<file path="config.mk">
export PLATFORM = sky130hd
export DESIGN_NAME = keccak_seq_responder
export DESIGN_NICKNAME = d
export VERILOG_FILES = /design/src/rtl/keccak_seq_pkg.sv /design/src/rtl/seq_limit_counter.sv /design/src/rtl/keccak_seq_responder.sv
export SDC_FILE = /design/constraint.sdc
export NUM_CORES = 1
export LEC_CHECK = 0
export ABC_AREA = 1
export BUFFER_PORTS_ARGS = -buffer_cell sky130_fd_sc_hd__clkbuf_2
export CORE_MARGIN = 8
export CORE_UTILIZATION = 50
export DETAILED_ROUTE_END_ITERATION = 7
export GPL_TIMING_DRIVEN = 0
export PLACE_DENSITY = 0.75
export SKIP_CTS_REPAIR_TIMING = 1
export SYNTH_ARGS = -nofsm -noshare
export SYNTH_HDL_FRONTEND = slang
export SYNTH_HIERARCHICAL = 1
export SYNTH_SLANG_ARGS = --single-unit
export TNS_END_PERCENT = 5
</file>
<file path="constraint.sdc">
create_clock -name clk -period 1.87 [get_ports clk]
set_clock_uncertainty 0.2 [all_clocks]
set_input_delay 0 -clock clk [delete_from_list [all_inputs] [get_ports clk]]
set_output_delay 0 -clock clk [all_outputs]
set_load 0.005 [all_outputs]
</file>
<file path="src/rtl/keccak_seq_pkg.sv">
`default_nettype none
// +------------------------------------------------------------------+
// | keccak_seq_pkg : shared types, defaults and command priority     |
// | Rev 1.0                                                          |
// +------------------------------------------------------------------+
package keccak_seq_pkg;

   localparam int c_rate_lanes_def = 17;
   localparam int c_rounds_def     = 24;
   localparam int c_ans_max_def    = 3;

   typedef enum logic [2:0] {
      ST_IDLE    = 3'd0,
      ST_ABSORB  = 3'd1,
      ST_PERMUTE = 3'd2,
      ST_SQUEEZE = 3'd3,
      ST_FIN     = 3'd4
   } seq_state_t;

   typedef enum logic [2:0] {
      CMD_NONE  = 3'd0,
      CMD_CLEAR = 3'd1,
      CMD_START = 3'd2,
      CMD_ANS   = 3'd3,
      CMD_LOAD  = 3'd4,
      CMD_ROUND = 3'd5
   } seq_cmd_t;

   // Only the highest-priority strobe survives; the rest are silently dropped.
   function automatic seq_cmd_t encode_cmd(
      input logic step_en,
      input logic clear,
      input logic start,
      input logic load,
      input logic round,
      input logic ans
   );
      if (!step_en)   return CMD_NONE;
      else if (clear) return CMD_CLEAR;
      else if (start) return CMD_START;
      else if (ans)   return CMD_ANS;
      else if (load)  return CMD_LOAD;
      else if (round) return CMD_ROUND;
      else            return CMD_NONE;
   endfunction

endpackage
`default_nettype wire

</file>
<file path="src/rtl/seq_limit_counter.sv">
`default_nettype none
// +------------------------------------------------------------------+
// | seq_limit_counter : 5-bit up counter with clear and last flag    |
// | Rev 1.0                                                          |
// +------------------------------------------------------------------+
module seq_limit_counter #(
   parameter int LIMIT = 17
) (
   input  logic       clk,
   input  logic       ovr_rst1,
   input  logic       clr,
   input  logic       inc,
   output logic [4:0] count,
   output logic       at_limit
);

   localparam logic [4:0] c_last = 5'(LIMIT - 1);

   logic [4:0] r_count;

   always_ff @(posedge clk or posedge ovr_rst1) begin
      if (ovr_rst1)
         r_count <= 5'd0;
      else if (clr)
         r_count <= 5'd0;
      else if (inc)
         r_count <= r_count + 5'd1;
   end

   assign count    = r_count;
   assign at_limit = (r_count == c_last);

endmodule
`default_nettype wire

</file>
<file path="src/rtl/keccak_seq_responder.sv">
`default_nettype none
// +------------------------------------------------------------------+
// | keccak_seq_responder : hash strobes -> absorb/permute/squeeze    |
// | Rev 1.0                                                          |
// +------------------------------------------------------------------+
module keccak_seq_responder
   import keccak_seq_pkg::*;
#(
   parameter int RATE_LANES = c_rate_lanes_def,
   parameter int ROUNDS     = c_rounds_def,
   parameter int ANS_MAX    = c_ans_max_def
) (
   input  logic       clk,
   input  logic       ovr_rst1,
   input  logic       step_en,
   input  logic       cmd_clear,
   input  logic       cmd_start,
   input  logic       cmd_load,
   input  logic       cmd_round,
   input  logic       cmd_ans,
   output logic       state_clr,
   output logic       lane_we,
   output logic [4:0] lane_addr,
   output logic       round_en,
   output logic [4:0] round_idx,
   output logic       ans_valid,
   output logic [1:0] ans_cnt,
   output logic       busy,
   output logic       fin,
   output logic       proto_err
);

   localparam logic [1:0] c_ans_max = 2'(ANS_MAX);

   seq_state_t r_state;
   seq_state_t w_state_nxt;
   seq_cmd_t   w_cmd;

   logic [4:0] w_lane_cnt;
   logic [4:0] w_rnd_cnt;
   logic       w_lane_last;
   logic       w_rnd_last;
   logic       w_lane_clr;
   logic       w_lane_inc;
   logic       w_rnd_clr;
   logic       w_rnd_inc;

   logic [1:0] r_ans_cnt;
   logic [1:0] w_ans_nxt;
   logic [1:0] w_ans_inc;
   logic       r_proto_err;
   logic       w_err_nxt;
   logic       w_clr_pulse;
   logic       w_we_pulse;
   logic       w_round_pulse;
   logic       w_ans_pulse;

   assign w_cmd     = encode_cmd(step_en, cmd_clear, cmd_start, cmd_load, cmd_round, cmd_ans);
   assign w_ans_inc = r_ans_cnt + 2'd1;

   seq_limit_counter #(.LIMIT(RATE_LANES)) u_lane_cnt (
      .clk      (clk),
      .ovr_rst1 (ovr_rst1),
      .clr      (w_lane_clr),
      .inc      (w_lane_inc),
      .count    (w_lane_cnt),
      .at_limit (w_lane_last)
   );

   seq_limit_counter #(.LIMIT(ROUNDS)) u_rnd_cnt (
      .clk      (clk),
      .ovr_rst1 (ovr_rst1),
      .clr      (w_rnd_clr),
      .inc      (w_rnd_inc),
      .count    (w_rnd_cnt),
      .at_limit (w_rnd_last)
   );

   always_ff @(posedge clk or posedge ovr_rst1) begin
      if (ovr_rst1)
         r_state <= ST_IDLE;
      else
         r_state <= w_state_nxt;
   end

   always_comb begin
      w_state_nxt   = r_state;
      w_lane_clr    = 1'b0;
      w_lane_inc    = 1'b0;
      w_rnd_clr     = 1'b0;
      w_rnd_inc     = 1'b0;
      w_ans_nxt     = r_ans_cnt;
      w_err_nxt     = r_proto_err;
      w_clr_pulse   = 1'b0;
      w_we_pulse    = 1'b0;
      w_round_pulse = 1'b0;
      w_ans_pulse   = 1'b0;

      if (w_cmd == CMD_CLEAR) begin
         w_state_nxt = ST_IDLE;
         w_lane_clr  = 1'b1;
         w_rnd_clr   = 1'b1;
         w_ans_nxt   = 2'd0;
         w_err_nxt   = 1'b0;
         w_clr_pulse = 1'b1;
      end else if (w_cmd != CMD_NONE) begin
         // Any command not legal in the current state only raises the flag.
         case (r_state)
            ST_IDLE: begin
               if (w_cmd == CMD_START) begin
                  w_state_nxt = ST_ABSORB;
                  w_lane_clr  = 1'b1;
               end else begin
                  w_err_nxt = 1'b1;
               end
            end
            ST_ABSORB: begin
               if (w_cmd == CMD_START) begin
                  w_lane_clr = 1'b1;
               end else if (w_cmd == CMD_LOAD) begin
                  w_we_pulse = 1'b1;
                  if (w_lane_last) begin
                     w_state_nxt = ST_PERMUTE;
                     w_rnd_clr   = 1'b1;
                  end else begin
                     w_lane_inc = 1'b1;
                  end
               end else begin
                  w_err_nxt = 1'b1;
               end
            end
            ST_PERMUTE: begin
               if (w_cmd == CMD_ROUND) begin
                  w_round_pulse = 1'b1;
                  if (w_rnd_last)
                     w_state_nxt = ST_SQUEEZE;
                  else
                     w_rnd_inc = 1'b1;
               end else begin
                  w_err_nxt = 1'b1;
               end
            end
            ST_SQUEEZE: begin
               if (w_cmd == CMD_ANS) begin
                  w_ans_pulse = 1'b1;
                  w_ans_nxt   = w_ans_inc;
                  if (w_ans_inc == c_ans_max) begin
                     w_state_nxt = ST_FIN;
                  end else begin
                     w_state_nxt = ST_ABSORB;
                     w_lane_clr  = 1'b1;
                  end
               end else begin
                  w_err_nxt = 1'b1;
               end
            end
            ST_FIN: begin
               w_err_nxt = 1'b1;
            end
            default: begin
               w_state_nxt = ST_IDLE;
            end
         endcase
      end
   end

   // Index outputs read back as zero outside their strobe cycle.
   always_ff @(posedge clk or posedge ovr_rst1) begin
      if (ovr_rst1) begin
         state_clr   <= 1'b0;
         lane_we     <= 1'b0;
         lane_addr   <= 5'd0;
         round_en    <= 1'b0;
         round_idx   <= 5'd0;
         ans_valid   <= 1'b0;
         r_ans_cnt   <= 2'd0;
         busy        <= 1'b0;
         fin         <= 1'b0;
         r_proto_err <= 1'b0;
      end else begin
         state_clr   <= w_clr_pulse;
         lane_we     <= w_we_pulse;
         lane_addr   <= w_we_pulse ? w_lane_cnt : 5'd0;
         round_en    <= w_round_pulse;
         round_idx   <= w_round_pulse ? w_rnd_cnt : 5'd0;
         ans_valid   <= w_ans_pulse;
         r_ans_cnt   <= w_ans_nxt;
         busy        <= (w_state_nxt == ST_ABSORB) || (w_state_nxt == ST_PERMUTE)
                        || (w_state_nxt == ST_SQUEEZE);
         fin         <= (w_state_nxt == ST_FIN);
         r_proto_err <= w_err_nxt;
      end
   end

   assign ans_cnt   = r_ans_cnt;
   assign proto_err = r_proto_err;

endmodule
`default_nettype wire

</file>
# ---- Word-level counts from Yosys, hierarchy flattened
# Cells that the tools add are included.
dict set report totals {
  latch_bits 0
  word_cells 122
  n_memories 0
  rom_bits 0
  output_inout_bits 19
  ramBits 0
  register_bits 32
}
dict set report classes {
  reduce_logical 13
  eq_ne 21
  add_sub_neg 3
  shifts 0
  multipliers 0
  magnitude_cmp 0
  div 0
  n_mux 72
  bitwise 0
}
# cell n
set ops {}
lappend ops {{$mux 3} 16}
lappend ops {{$mux 1} 43}
lappend ops {{$mux 5} 6}
lappend ops {{$eq 3x2->1 const B} 6}
lappend ops {{$ne 3x3->1 const B} 5}
lappend ops {{$pmux 3 s5} 1}
lappend ops {{$eq 3x3->1 const B} 4}
lappend ops {{$add 5x1->5 const B} 2}
lappend ops {{$eq 5x5->1 const B} 2}
lappend ops {{$reduce_bool 2->1} 5}
lappend ops {{$eq 3x1->1 const B} 3}
lappend ops {{$mux 2} 4}
lappend ops {{$reduce_and 7->1} 1}
lappend ops {{$reduce_bool 6->1} 1}
lappend ops {{$pmux 1 s5} 1}
lappend ops {{$logic_not 3->1} 1}
lappend ops {{$reduce_and 3->1} 1}
lappend ops {{$reduce_bool 3->1} 1}
lappend ops {{$add 2x1->2 const B} 1}
lappend ops {{$eq 2x2->1 const B} 1}
lappend ops {{$logic_or 1x1->1} 2}
lappend ops {{$pmux 1 s2} 1}
lappend ops {{$reduce_or 2->1} 1}

# ---- Logic depth before layout (Yosys ltp)
# Gate-level depths: netlist of run 1.
dict set report depth {
  word_depth 15
  ltp_mapped 15
}

# ---- By module
# Netlist of run 1, hierarchy kept.
# mod seq_area_each_um2 cells_each instances area_each_um2
set by_module_without_submodules {}
lappend by_module_without_submodules {keccak_seq_responder 550.5 136 1 1098.6}
lappend by_module_without_submodules {{seq_limit_counter (u_lane_cnt)} 125.1 38 1 314.1}
lappend by_module_without_submodules {{seq_limit_counter (u_rnd_cnt)} 125.1 34 1 266.5}

# ---- Worst setup path after synthesis of run 1
# Ideal clock, no wire load.
dict set report synth_timing {
  path_type {register to register}
  start {register r_state[1]}
  end {register u_lane_cnt.r_count[4] (netlist: u_lane_cnt/count[4])}
  period_less_slack_ns 1.851
  path_stages_with_launch 11
  arrival_time_ns 1.532
  setup_slack_ns 0.019
  path_cell_list {dfrtp_1 -> nor3_1 -> inv_1 -> nor2_4 -> inv_1 -> nor2_1 -> nor2_4 -> nor2_4 -> nand3_1 -> nand2_1 -> nor2_2}
}
dict set report synth_between {
  word_cells_on_any_way 12
  classes_between {eq/ne (2); mux (7); reduce/logical (3)}
}
# item line
set synth_lines {}
lappend synth_lines {{start: declaration} keccak_seq_responder.sv:35} ;# seq_state_t r_state;
lappend synth_lines {{start signal: assignment} keccak_seq_responder.sv:83} ;# r_state <= w_state_nxt;
lappend synth_lines {{$eq 3x1->1} keccak_seq_responder.sv:108} ;# case (r_state)
lappend synth_lines {{$mux 1} keccak_seq_responder.sv:108}
lappend synth_lines {{$mux 1} keccak_seq_responder.sv:106} ;# end else if (w_cmd != CMD_NONE) begin
lappend synth_lines {{$mux 1} keccak_seq_responder.sv:99} ;# if (w_cmd == CMD_CLEAR) begin
lappend synth_lines {{named net w_lane_inc} keccak_seq_responder.sv:44} ;# logic w_lane_inc;
lappend synth_lines {{$reduce_bool 2->1 (no line)} n/a}
lappend synth_lines {{end signal: assignment} seq_limit_counter.sv:27} ;# r_count <= r_count + 5'd1;
lappend synth_lines {{end: declaration} seq_limit_counter.sv:19} ;# logic [4:0] r_count;
# The timed path passes the listed nets, and every way through them passes these cells.
# A chain may end at the register's enable or synchronous reset.

# ---- Worst setup path after layout of run 1
dict set report layout_timing {
  start {register u_lane_cnt.r_count[1] (netlist: u_lane_cnt/count[1])}
  end {register fin}
}
dict set report layout_between {
  elab_chain_len 8
}
# item line
set layout_lines {}
lappend layout_lines {{$eq 5x5->1} seq_limit_counter.sv:31} ;# assign at_limit = (r_count == c_last);
lappend layout_lines {{named net w_lane_last} keccak_seq_responder.sv:41} ;# logic w_lane_last;
lappend layout_lines {{$mux 3} keccak_seq_responder.sv:122} ;# if (w_lane_last) begin
lappend layout_lines {{$mux 3} keccak_seq_responder.sv:120} ;# end else if (w_cmd == CMD_LOAD) begin
lappend layout_lines {{$mux 3} keccak_seq_responder.sv:118} ;# if (w_cmd == CMD_START) begin
lappend layout_lines {{$pmux 3 s5} keccak_seq_responder.sv:108}
lappend layout_lines {{$mux 3} keccak_seq_responder.sv:106}
lappend layout_lines {{$mux 3} keccak_seq_responder.sv:99}
lappend layout_lines {{$eq 3x3->1} keccak_seq_responder.sv:190} ;# fin <= (w_state_nxt == ST_FIN);
lappend layout_lines {{end signal: assignment} keccak_seq_responder.sv:190}
lappend layout_lines {{end: declaration} keccak_seq_responder.sv:29} ;# output logic fin,
# The timed path passes the listed nets, and every way through them passes these cells.

==> summary.md, run 1 <==
| Metric | Value |
|---|---|
| Routed WL per cell | around 11 um |
| YS warnings | 6 |
| Placement Setup Slack | -0.2181 ns |
| Most area-consuming cells after synthesis | dfrtp_1, inv_1, nand2_1, nor2_1, nor2_4 |
| Boundary Pins | 27 |
| Final hold viol count | 1 |
| Tightest Pin Transition | around 0.8 ns |
| Placed wire-length estimate | between 2 and 2.5 mm |
| CP Launch Type | register |
| # nets final | 263 |
| Max_cap viols | 0 |
| Outcome | complete, but fails checks |
| Nature of the critical path endpoint | register |
| FF-to-FF path depth | 12 |
| CP max stage delay | 0.45 ns |
| ANT cells | 0 |
| Starting Density | 0.5112 |
| DRC violations left | 0 |
| Failing checks | negative hold slack |
| Top cell type's share of synthesized area | 0.4769 |
| Worst reg2reg startpoint | u_lane_cnt/count[1] |
| End of the worst hold path | ans_valid |
| Power per cell area | between 700 and 800 nW/um2 |
| Post-Syn Area | roughly 1700 um2 |
| Max stage delay cell, worst path | dfrtp_1 |
| Sum Neg Setup Slack | 0 ns |
| Hold path depth | 5 |
| RePlAce Congestion | 0.9146 |
| Setup ws final | about 0.00029 ns |
| H-Tree Level Count | 2 |
| Reg2reg end | fin |
| VDD IR-drop max | between 400 and 500 uV |
| Slew Viols, Final | 0 |
| Die ar. | ~5500 um2 |
| Synthesized area per cell | 8.073 um2 |
| CP Max Fanout | 5 |
| Detail Route Antenna Nets | 0 |
| Bufs and invs on worst path | 1 |
| Multi-input logic area | about 770 um2 |
| Post-Syn Instances | between 200 and 250 |
| Max Clk Rate | roughly 0.53 GHz |
| #FFs+latches synth | 32 |
| Vias | around 1400 |
| TritonCTS Buffers | 5 |
| Most frequent CP cell | nand2_1 |
| I/O Buffers | 26 |
| Hold Startpoint | step_en |
| Hold_ws | -0.04109 ns |
| Post-layout min period | 1.870 ns |
| Clock Tree Buf Depth | 2 |
| Worst min path class | in2reg |
| First-pass GRT wire length | between 5 and 6 mm |
| Share of cells above drive strength 1 | 0.3214 |
| Worst-path cell chain | inv_2 > ha_4 > nand2_4 > nor3_4 > nand3_1 > nand2_1 > nand3_1 > nand2_1 > nand2_1 > nand2_2 > nand2_1 > nor2_1 |
| Total grt overflow | 0 |
| Number of global-route vias before repair | between 1000 and 1500 |
| R2R Setup Slk | 0.0003 ns |
| Setup Crit Path Kind | reg2reg |
| Syn nets | between 200 and 250 |
| Fillers | roughly 260 |
| Register area share after synthesis | 0.4769 |
| RSZ-0062 raised after global routing | true |
| Synth area leader | dfrtp_1 |
| Largest net degree at the start of global routing | 23 |
| Die span in x | roughly 74 um |
| Setup violators final | 0 |
| Core area | about 3300 um2 |
| Worst path top cell family by delay | simple AND/OR/NAND/NOR gates |
| Total clock sinks | 32 |
| FF/Latch Area | roughly 800 um2 |
| 1st-iter DRT viols | 61 |
| Final WL | approximately 3.3 mm |
| Critical Path AT | slightly below 2 ns |
| First-pass DRT Iterations | 4 |
| Die height | between 70 and 80 um |
| Drt via density | approximately 4.7 |
| P_leak | roughly 1.1 nW |
| Clk root buf | clkbuf_4 |
| Fin crit share | 0.9998 |
| Row count | 21 |
| Slew HR | 0.4619 |
| Clock Latency Late Sink | about 0.34 ns |
| CP required | 1.94 ns |
| CTS tree | done |
| Initial antenna violation count | 0 |
| GRT Util Overall | 0.1237 |
| Post-synth cell types | 22 |
| CTS clock-pin slew for the worst setup and hold paths | ~0.1 ns |
| Syn-to-layout area delta | 24.81% |
worst max-delay path by stage:
stage | from | slack, ns | endpoint | depth (start not counted)
after floorplan | r_state[1] | 0.02 | u_lane_cnt/count[4] | 10
after global placement | r_state[2] | -0.20 | u_rnd_cnt/count[3] | 10
after detailed placement | r_state[2] | -0.22 | u_rnd_cnt/count[3] | 10
after CTS | r_state[2] | -0.23 | u_rnd_cnt/count[3] | 10
after global routing | u_lane_cnt/count[1] | -0.17 | fin | 12
final | u_lane_cnt/count[1] | 0.0003 | fin | 12
flip-flops by register name, indices dropped and copies added (netlist names):
register / cells
fin: 1
state_clr: 1
ans_valid: 1
ans_cnt: 2
u_lane_cnt/count: 5
proto_err: 1
u_rnd_cnt/count: 5
round_en: 1
round_idx: 5
busy: 1
lane_addr: 5
r_state: 3
lane_we: 1
power breakdown:
group / leakage (nW) / internal (mW) / switching, mW
sequential: 0.438 / 0.732 / 0.0324
clock: 0.0422 / 0.280 / 0.234
combinational: 0.582 / 0.133 / 0.195
kinds of logic after synthesis:
family | Yosys count | synth area share
and+or+nand+nor | 110 | 0.3338
buffers and inverters | 45 | 0.1006
AOI/OAI and AO/OA | 16 | 0.05365
DFF | 32 | 0.4769
xor gates and xnor gates | 1 | 0.005217
adders and majority gates | 4 | 0.02981
cells in the mapped netlist:
cell and count:
a21oi_2 2, nand4_1 4, clkinv_1 1, or2_1 1
nand3b_1 1, nor3_1 4, nor2_1 31, nand3_2 2
nor2_4 7, nand2_2 10, dfrtp_1 32, nand3_1 10
inv_2 2, a21oi_1 8, o31ai_1 1, o21ai_0 5
nand2_1 32, inv_1 42, nor2_2 7, nor3_2 1
xnor2_1 1, ha_1 4
tightest hold or removal path, cell delays in order:
cell,delay [ns]
clkbuf_2,0.11
nand2_2,0.12
nor2_4,0.05
nand3_2,0.08
nor2_1,0.08
cells in the final DEF (no fill, tap or decap), drive strengths merged, types with 5 or more instances in the layout:
cell type / n
dfrtp: 32
nor2: 45
a21oi: 10
clkbuf: 32
nand2: 42
nor3: 5
dlygate4sd3: 6
o21ai: 5
nand3: 12
inv: 44
routing by layer:
metal  vias to the layer above  global-route usage  wire, um
met1                       633              0.1431      1373
met5                         -                   0         0
li1                        715                   -         -
met2                        35              0.1963      1638
met4                         0             0.05987        91
met3                        10             0.04717       227
cell type report:
| class | instances | area share |
|---|---|---|
| inverter | 45 | 0.08060 |
| multi-input combinational | 131 | 0.3678 |
| tap | 46 | 0.02746 |
| timing repair buffer | 36 | 0.1051 |
| clock buffer | 6 | 0.01970 |
| sequential | 32 | 0.3827 |
| clock inverter | 2 | 0.01672 |
per-stage QoR:
stage	std cells	area (um2)	total power, mW	utilization
after floorplan	208	1679	0.9730	-
after global placement	280	1867	1.040	0.5684
after detailed placement	280	1867	1.043	0.5684
after CTS	288	1943	1.555	0.5916
after global routing	298	2096	1.703	0.6381
final	298	2096	1.606	0.6381
Power figures use the tool's default switching activity.
==> run 2: changes to the inputs <==
- ABC_AREA: 1 -> unset
==> run 2 against run 1 <==
Against the previous run: the run ends with negative hold slack, negative setup slack left; flip-flop and latch count unchanged; synthesized cell count decreased by 28%; die area decreased by 0.58%; critical path type unchanged.
==> summary.md, run 2 <==
| Metric | Value |
|---|---|
| Outcome | complete, but fails checks |
| Failing checks | negative hold slack, negative setup slack |
| 1st-iter DRT viols | 154 (+150%) |
| RePlAce Congestion | 0.8555 (-6.5%) |
| Die height | 73.74 um (-0.29%) |
| P_leak | 1.083 nW (+2.0%) |
| Total power draw | 1.338 mW (-17%) |
| Die ar. | 5437 um2 (-0.58%) |
| Register area share after synthesis | 0.4805 (+0.003580) |
| R2R Setup Slk | -0.36 ns (-0.36 ns) |
| Setup ws final | -0.3625 ns (-0.3628 ns) |
| Placed Instances | 220 (-21%) |
| Post-layout min period | 2.233 ns (+0.3628 ns) |
| I/O Buffers | 24 (-7.7%) |
| Nature of the critical path endpoint | register |
| Multi-input logic area | 843.3 um2 (+9.4%) |
| Synth area leader | dfrtp_1 |
| Total clock sinks | 32 (unchanged) |
| Max Clk Rate | 0.4479 GHz (-16%) |
| Number of global-route vias before repair | 1295 (+5.2%) |
| H-Tree Level Count | 2 (unchanged) |
| Die span in x | 73.74 um (-0.29%) |
| Total grt overflow | 0 (unchanged) |
| Setup Crit Path Kind | reg2reg |
| Hold Startpoint | cmd_start |
| Initial antenna violation count | 0 (unchanged) |
| Tightest Pin Transition | 0.8488 ns (+0.04246 ns) |
| Hold path depth | 3 (-2) |
| Vias | 1334 (-4.2%) |
| Reg2reg end | u_lane_cnt/count[4] |
| ANT cells | 0 (unchanged) |
| Syn-to-layout area delta | 25.38% |
| Post-synth ARST share | 1.000 (unchanged) |
| Post-Syn Area | 1667 um2 (-0.75%) |
| Post-synth cell types | 47 (+110%) |
| YS warnings | 6 (unchanged) |
| DRC violations left | 0 (unchanged) |
| End of the worst hold path | round_en |
| EDFF count, synth | 0 (unchanged) |
| Max_cap viols | 0 (unchanged) |
| CTS clock-pin slew for the worst setup and hold paths | 0.10 ns (about the same) |
| Detail Route Antenna Nets | 0 (unchanged) |
| Clock Latency Late Sink | 0.33 ns (about the same) |
| Syn nets | 162 (-26%) |
| Setup violators final | 14 (+14) |
| Starting Density | 0.5115 (about the same) |
| Slew HR | 0.4335 (-0.02834) |
| Hold_ws | -0.02437 ns (+0.01672 ns) |
| Final WL | 3.870 mm (+16%) |
| Critical Path AT | 2.26 ns (+0.32 ns) |
| # nets final | 205 (-22%) |
| CP required | 1.90 ns (-0.04 ns) |
| Finished Layout Cells | 240 (-19%) |
| Core area | 3258 um2 (-0.80%) |
| First-pass GRT wire length | 6.072 mm (+17%) |
| Fillers | 278 (+6.5%) |
| Slew Viols, Final | 0 (unchanged) |
| FF-to-FF path depth | 6 (-6) |
| Worst reg2reg startpoint | r_state[0] |
| Share of cells above drive strength 1 | 0.3557 (+0.03424) |
| Fin crit share | 1.194 (+0.1940) |
| Drt via density | 5.558 (+19%) |
| Top cell type's share of synthesized area | 0.4805 (+0.003580) |
| FF/Latch Area | 803.3 um2 (+0.16%) |
| Placed wire-length estimate | 2.715 mm (+18%) |
| RSZ-0062 raised after global routing | true |
| Row count | 21 (unchanged) |
| CTS tree | done |
| Largest net degree at the start of global routing | 23 (unchanged) |
| CP Max Fanout | 8 (+3) |
| Most frequent cells in the layout | dfrtp_1, clkbuf_2, inv_1, nor2_1 |
| #FFs+latches synth | 32 (unchanged) |
| Routed WL per cell | 16.13 um (+44%) |
| Clock Tree Buf Depth | 2 (unchanged) |
| TritonCTS Buffers | 5 (unchanged) |
| Synth Flop Type | dfrtp_1 |
| GRT Util Overall | 0.1471 (+0.02340) |
| Most area-consuming cells after synthesis | dfrtp_1, mux2_4, ha_1, nand4_2, nor2b_1 |
| CP Launch Type | register |
| Synth top cells by count | dfrtp_1, inv_1, nor2_1 |
| First-pass DRT Iterations | 4 (unchanged) |
| Clk root buf | clkbuf_4 |
| Most common cell after layout, fill and taps aside | dfrtp_1 |
| Worst min path class | in2reg |
| Post-Syn Instances | 150 (-28%) |
| Final hold viol count | 8 (+7) |
| Power per cell area | 640.4 nW/um2 (-16%) |
| Synthesized area per cell | 11.11 um2 (+38%) |
| VDD IR-drop max | 397.1 uV (-8.3%) |
| Count leader, synth | dfrtp_1 |
| Boundary Pins | 27 (unchanged) |
[run 2: cell count changes after synthesis, sizes merged, moves of 7 or more]
| cell | delta |
|---|---|
| nand2 | -38 |
| nand3 | -12 |
| inv | -32 |
| and2 | +7 |
| nor2 | -33 |
| and3 | +7 |
| nor2b | +8 |
[run 2: worst max path at each step]
| stage | slack, ns | depth (start not counted) | startpoint | endpoint |
|---|---|---|---|---|
| finish | -0.36 | 6 | r_state[0] | u_lane_cnt/count[4] |
| global route | -0.43 | 6 | r_state[2] | u_lane_cnt/count[3] |
| CTS | -0.69 | 6 | r_state[2] | u_lane_cnt/count[3] |
| detailed placement | -0.66 | 6 | r_state[2] | u_lane_cnt/count[3] |
| global placement | -0.61 | 6 | r_state[2] | u_lane_cnt/count[3] |
| floorplan | -0.38 | 6 | r_state[2] | u_lane_cnt/count[3] |
[run 2: metal layers]
layer,up-vias,share of wire,global-route usage
met5,-,0,0
met3,9,0.080,0.04229
met1,655,0.40,0.1627
li1,618,-,-
met4,0,0.022,0.07982
met2,52,0.49,0.2470
[run 2: kinds of logic (layout without fill, tap and decap cells)]
family,after synthesis,after routing,share of synthesized area
flip-flops,32,32,0.4805
adder cells (fa/ha/maj),4,4,0.03003
buffers and inverters,16,60,0.04654
AND/OR/NAND/NOR,63,63,0.2680
AO/OA/AOI/OAI,26,26,0.1096
XOR/XNOR,2,2,0.01051
multiplexers,7,7,0.05481
[run 2: power by group]
part	switching [mW]	internal [mW]
registers	0.00397	0.697
logic	0.0673	0.0407
clock network	0.251	0.279
[run 2: layout make-up]
type,instances,share of cell area
multi-input combinational,102,0.4036
buffer,4,0.01557
tap,46,0.02754
inverter,12,0.02156
clock inverter,3,0.02036
sequential,32,0.3844
clock buffer,5,0.01796
timing repair buffer,36,0.1090
[run 2: stage by stage]
| stage | instance area [um2] | setup TNS, ns | setup slack [ns] | util |
|---|---|---|---|---|
| floorplan | 1690 | -2.516 | -0.3812 | - |
| global placement | 1868 | -6.130 | -0.6105 | 0.5733 |
| detailed placement | 1868 | -7.003 | -0.6603 | 0.5733 |
| CTS | 1948 | -7.505 | -0.6883 | 0.5979 |
| global route | 2090 | -3.491 | -0.4256 | 0.6413 |
| finish | 2090 | -2.293 | -0.3625 | 0.6413 |
[run 2: worst max-delay path, cell delays in order (launching register included)]
cell     delay (ns)
dfrtp_2        0.46
or3b_4         0.43
nor4_4         0.28
nor2b_2        0.23
buf_6          0.14
nand4_4        0.07
mux2_4         0.31
